[src/rtl/wb_regfile.sv]
// Write-back stage register plus the general-purpose register array.
// Register 0 always reads as zero, and the pending WB write is bypassed
// to both read ports.
`timescale 1ns/1ps

module wb_regfile #(
  parameter int AW = 5,
  parameter int DW = 32
) (
  input  logic          clk,
  input  logic          rst,
  input  logic [AW-1:0] wd_i,
  input  logic          wreg_i,
  input  logic [DW-1:0] wdata_i,
  input  logic          stall_i,
  input  logic          flush_i,
  input  logic          re1,
  input  logic [AW-1:0] raddr1,
  input  logic          re2,
  input  logic [AW-1:0] raddr2,
  output logic [DW-1:0] rdata1,
  output logic [DW-1:0] rdata2,
  output logic [AW-1:0] wb_wd_o,
  output logic          wb_wreg_o,
  output logic [DW-1:0] wb_wdata_o
);

  localparam int DEPTH = 1 << AW;

  logic [DW-1:0] mem [DEPTH];

  // Resolve one read port. Reset and disabled ports return zero, and
  // register 0 returns zero. A write sitting in WB takes precedence over
  // the array so that ID sees the newest value one edge early.
  function automatic logic [DW-1:0] read_port(
    input logic          rst_n_now,
    input logic          re,
    input logic [AW-1:0] addr,
    input logic          pend_wreg,
    input logic [AW-1:0] pend_wd,
    input logic [DW-1:0] pend_wdata,
    input logic [DW-1:0] array_word
  );
    logic [DW-1:0] result;
    result = '0;
    if (rst_n_now && re && (addr != '0)) begin
      if (pend_wreg && (pend_wd == addr)) begin
        result = pend_wdata;
      end else begin
        result = array_word;
      end
    end
    return result;
  endfunction

  // WB stage register: flush inserts a bubble and wins over stall; stall holds.
  always_ff @(posedge clk or negedge rst) begin
    if (!rst) begin
      wb_wd_o    <= '0;
      wb_wreg_o  <= 1'b0;
      wb_wdata_o <= '0;
    end else if (flush_i) begin
      wb_wd_o    <= '0;
      wb_wreg_o  <= 1'b0;
      wb_wdata_o <= '0;
    end else if (!stall_i) begin
      wb_wd_o    <= wd_i;
      wb_wreg_o  <= wreg_i;
      wb_wdata_o <= wdata_i;
    end
  end

  // Array commit from WB. This ignores stall, so a held entry simply
  // rewrites the same value each edge. Entry 0 is never written.
  always_ff @(posedge clk or negedge rst) begin
    if (!rst) begin
      for (int i = 0; i < DEPTH; i++) begin
        mem[i] <= '0;
      end
    end else if (wb_wreg_o && (wb_wd_o != '0)) begin
      mem[wb_wd_o] <= wb_wdata_o;
    end
  end

  // Two independent combinational read ports.
  always_comb begin
    rdata1 = read_port(rst, re1, raddr1, wb_wreg_o, wb_wd_o, wb_wdata_o, mem[raddr1]);
    rdata2 = read_port(rst, re2, raddr2, wb_wreg_o, wb_wd_o, wb_wdata_o, mem[raddr2]);
  end

endmodule

[config.mk]
export PLATFORM = sky130hd
export DESIGN_NAME = wb_regfile
export DESIGN_NICKNAME = d
export VERILOG_FILES = /design/src/rtl/wb_regfile.sv
export SDC_FILE = /design/constraint.sdc
export NUM_CORES = 2
export LEC_CHECK = 0
export ABC_AREA = 1
export CORE_AREA = 2 2 439 354
export DETAILED_ROUTE_END_ITERATION = 10
export DIE_AREA = 0 0 441 356
export HOLD_SLACK_MARGIN = 0.08
export SETUP_SLACK_MARGIN = 0.05
export SLEW_MARGIN = 20
export SYNTH_ARGS = -nofsm -noshare
export SYNTH_HDL_FRONTEND = slang
export SYNTH_SLANG_ARGS = --single-unit
[constraint.sdc]
create_clock -name clk -period 5 [get_ports clk]
set_input_delay 1 -clock clk [delete_from_list [all_inputs] [get_ports clk]]
set_output_delay 1 -clock clk [all_outputs]
set_load 0.005 [all_outputs]
### Word level (Yosys, flattened, before mapping)

Index checks and enable logic that the tools add are counted.

* reductions and logical operators: 11
* bitwise operators: 3
* muxes and demuxes: 19
* magnitude comparators: 4
* equal/unequal tests: 3

Operator list (number)
* $bwmux W1024: 1
* $mux W32: 11
* $bmux W32 S5: 2
* $demux W32 S5: 1
* $ge A6 B6 Y1 const B: 3
* $not A5 Y6: 3
* $reduce_bool A5 Y1: 3
* $eq A5 B5 Y1: 2
* $mux W5: 2
* $logic_and A1 B1 Y1: 8
* $lt A6 B1 Y1 const B: 1
* $mux W1: 2
* $ne A2 B1 Y1 const B: 1

* flip-flop bits (word level): 1062
* output and inout bits: 102

### Depth between registers and ports, before layout

* depth after elaboration: 6
* depth in mapped cells: 11
* depth with buffers taken out: 9

### Least setup slack after synthesis

OpenSTA, ideal clock, no wires.

* kind: input -> output
* from: input raddr1[3]
* to: output rdata1[11]
* setup slack: 1735 ps
* cell stages on the path: 8
* arrival: 2265 ps
* path buffers: 2
* cell sequence: clkbuf_1 clkinv_1 o22ai_1 nor2_1 nand3_1 clkbuf_1 o21ai_0 a21oi_1

* longest elaborated chain between the ends: 6

RTL lines
* from (decl): RTL line 18 `input logic [AW-1:0] raddr1,`
* $not A5 Y6 (implied by the code): RTL line 87 `rdata1 = read_port(rst, re1, raddr1, wb_wreg_o, wb_wd_o, wb_wdata_o, mem[raddr1]);`
* $bmux W32 S5: RTL line 87
* $mux W32 (implied by the code) (2 in series): RTL line 87
* $mux W32: RTL line 47 `if (pend_wreg && (pend_wd == addr)) begin`
* $mux W32 *: RTL line 46 `if (rst_n_now && re && (addr != '0)) begin`
* to (decl): RTL line 21 `output logic [DW-1:0] rdata1,`

Mark *: on every way between the ends. The rest lies on a longest branch, timed or not. The select of a mux whose other input is x is not followed.

### Worst setup path after layout

* from: input raddr1[0]
* to: output rdata1[27]

The elaborated chain is that of the path after synthesis.

==> flow_metrics.env <==
export IMPL_cts_tree="yes"
export IMPL_dieHeight_um=356
export IMPL_ys_ff_latch=1062
export IMPL_synth_top_family_by_area="simple AND/OR/NAND/NOR gates"
export IMPL_clock_latency_ps=760
export IMPL_place_inst=10900
export IMPL_drive_above_1_share=0.0514
export IMPL_fmax_mhz=204
export IMPL_tightest_slew_ps=1240
export IMPL_vias=62200
export IMPL_antenna_found_initial=4
export IMPL_grt_overflow=0
export IMPL_slowest_stage="a21oi_1"
export IMPL_finalSetupViolCount=0
export IMPL_die_w_um=441
export IMPL_dpl_hpwl_mm=149
export IMPL_ys_seq_area_frac=0.437
export IMPL_swShare=0.302
export IMPL_synth_cells=9318
export IMPL_path_class="input pin to output pin"
export IMPL_ys_warnings_count=0
export IMPL_grt_pass1_wl_mm=380
export IMPL_p_int_mw=16.1
export IMPL_grt_max_degree=163
export IMPL_placed_area_um2=64400
export IMPL_path_clk_slew_ps=70
export IMPL_seqPwrFrac=0.423
export IMPL_cpPeakStageDelay_ps=750
export IMPL_die_area_um2=157000
export IMPL_fin_cells=11200
export IMPL_synthAdderAreaFrac=0
export IMPL_first_global_vias=57000
export IMPL_rsz0062_at_grt="no"
export IMPL_start_util=0.397
export IMPL_pin_count=156
export IMPL_tns_ps=0
export IMPL_grtUsageTotal=0.322
export IMPL_fin_crit_sh=0.980
export IMPL_cts_htree_levels=3
export IMPL_yosys_area_share_simple=0.374
export IMPL_drt_iter0_markers=8369
export IMPL_row_count=129
export IMPL_maxCapViolations=0
export IMPL_endpoint_kind="output pin"
export IMPL_finish_instance_area_um2=68600
export IMPL_status="completed"
export IMPL_post_route_min_period_ps=4900
export IMPL_mappedNetlistArea_um2=60800
export IMPL_place_gp_congestion=0.925
export IMPL_synth_fp_nets=9372
export IMPL_wire_per_inst_um=22.9
export IMPL_drc=0
export IMPL_slew_headroom=0.171
export IMPL_place_ws_ps=277
export IMPL_cts_sinks=1062
export IMPL_synth_compound_area_frac=0.0964
export IMPL_synth_area_mux_share=0
export IMPL_power_switching_mw=6.97
export IMPL_ys_types=21
export IMPL_drt_first_pass_iters=7
export IMPL_coreArea_um2=153000
export IMPL_powerDensity_nw_per_um2=336
export IMPL_p_leak_nw=32.5
export IMPL_worstPathRequired_ps=4000
export IMPL_cp_cell_sequence="buf_8 -> inv_8 -> buf_12 -> nand2_1 -> nand3_1 -> nand2_1 -> nor2_1 -> nand2_1 -> nand3_1 -> nand2_1 -> a21oi_1 -> clkdlybuf4s50_1"
export IMPL_timing_hold_ws_ps=401
export IMPL_pwr_share_comb=0.162
export IMPL_nNetsFinal=9089
export IMPL_final_cell_mix="3617 x nand2_1, 1194 x nand3_1, 1062 x dfrtp_1"
export IMPL_cpMostUsedCell="nand2_1"
export IMPL_skew_ps=26.6
export IMPL_ir_worst_vdd_uv=275
export IMPL_via_per_inst=5.57
export IMPL_final_core_utilization=0.448
export IMPL_clock_path_buffers=3
export IMPL_ctsRootBufferMaster="clkbuf_16"
export IMPL_crit_arrival_ps=3900
export IMPL_synth_xor_area_frac=0
export IMPL_numCtsBuffers=116
export IMPL_drv_slew=0
export IMPL_cp_max_fo=46
export IMPL_final_common_cell="nand2_1"
export IMPL_syn_avg_cell_area_um2=6.52
export IMPL_setup_ws_ps=98.6
export IMPL_routed_wl_mm=256
export IMPL_fillers=15600
export IMPL_hold_viol_final=0
export IMPL_hold_path_class="flop to flop"
export IMPL_ant_nets=0
export IMPL_cts_resized=0
export IMPL_clockPowerShare=0.415
export IMPL_start_kind="input pin"
export IMPL_power_mw=23.1
export IMPL_synthToLayoutAreaGrowth_pct=12.9
export IMPL_io_buffers=155
## cell families (layout without fill, tap and decap cells)
family / Yosys count / count (layout)
buffers and inverters: 1452 / 1267
other: 0 / 4
AOI/OAI and AO/OA: 1169 / 1169
and+or+nand+nor: 5635 / 5635
DFF: 1062 / 1062
## power groups by stage
stage	Sequential [mW]	Clock (mW)	Combinational (mW)
2_1_floorplan	9.74	0	2.26
3_3_place_gp	9.88	0	3.59
3_5_place_dp	9.89	0	3.65
4_1_cts	9.75	9.67	3.66
5_1_grt	9.84	9.98	4.14
6_report	9.76	9.57	3.74
## layer usage
metal / GRT usage / routed length [um] / up-vias
met5: 0 / 13 / -
met1: 0.457 / 107000 / 29300
li1: - / - / 28600
met4: 0.147 / 13400 / 2
met2: 0.464 / 106000 / 3641
met3: 0.0720 / 29300 / 669
## final timing paths
| check | from | to | slack [ps] | depth (start not counted) |
|---|---|---|---|---|
| min | mem[1008] | mem[1008] | 400 | 0 |
| min reg2reg | mem[1008] | mem[1008] | 400 | 0 |
| max | raddr1[0] | rdata1[27] | 100 | 12 |
| min in group asynchronous | rst | mem[549] | 660 | 2 |
| max in group asynchronous | rst | mem[439] | 1730 | 5 |
| max reg2reg | wb_wd_o[4] | mem[475] | 1800 | 6 |
## critical path: cells and delay by family
family,cells,cell delay (ps)
buffers and inverters,4,1480
AO/OA/AOI/OAI,1,750
AND/OR/NAND/NOR,7,550
## registers in the layout, summed over array words and instances, names as in the netlist
| register | flops |
|---|---|
| wb_wdata_o | 32 |
| wb_wd_o | 5 |
| mem | 1024 |
| wb_wreg_o | 1 |
## area by class of cell
cell class	count	area, um^2	area share
Antenna cell	4	10.0	0.000146
Clock buffer	165	3400	0.0495
Clock inverter	51	777	0.0113
Inverter	698	2650	0.0386
Multi-Input combinational cell	6804	28800	0.420
Sequential cell	1062	26600	0.387
Tap cell	2030	2540	0.0370
Timing Repair Buffer	353	3820	0.0557
## Yosys cell counts
master | number | share of area
nor4_4 | 1 | 0.00035
o21ai_1 | 76 | 0.0063
nand3_1 | 1196 | 0.098
nor2_1 | 778 | 0.048
o21ai_0 | 1021 | 0.084
nor3_4 | 1 | 0.00027
nor3_1 | 1 | 0.000082
clkinv_1 | 3 | 0.00019
nor2_4 | 2 | 0.00037
buf_2 | 113 | 0.0093
clkbuf_1 | 580 | 0.036
buf_1 | 61 | 0.0038
inv_1 | 685 | 0.042
nand4_1 | 2 | 0.00021
nor2_2 | 4 | 0.00041
nand2_1 | 3642 | 0.22
a21oi_1 | 64 | 0.0053
dfrtp_1 | 1062 | 0.44
nor3_2 | 8 | 0.0013
inv_2 | 10 | 0.00062
o22ai_1 | 8 | 0.00082
## what timing repair did
action,CTS,global route
hold buffers,1,0
hold endpoints to repair,4,0
buffers inserted,0,0
Power figures use the tool's default switching activity.
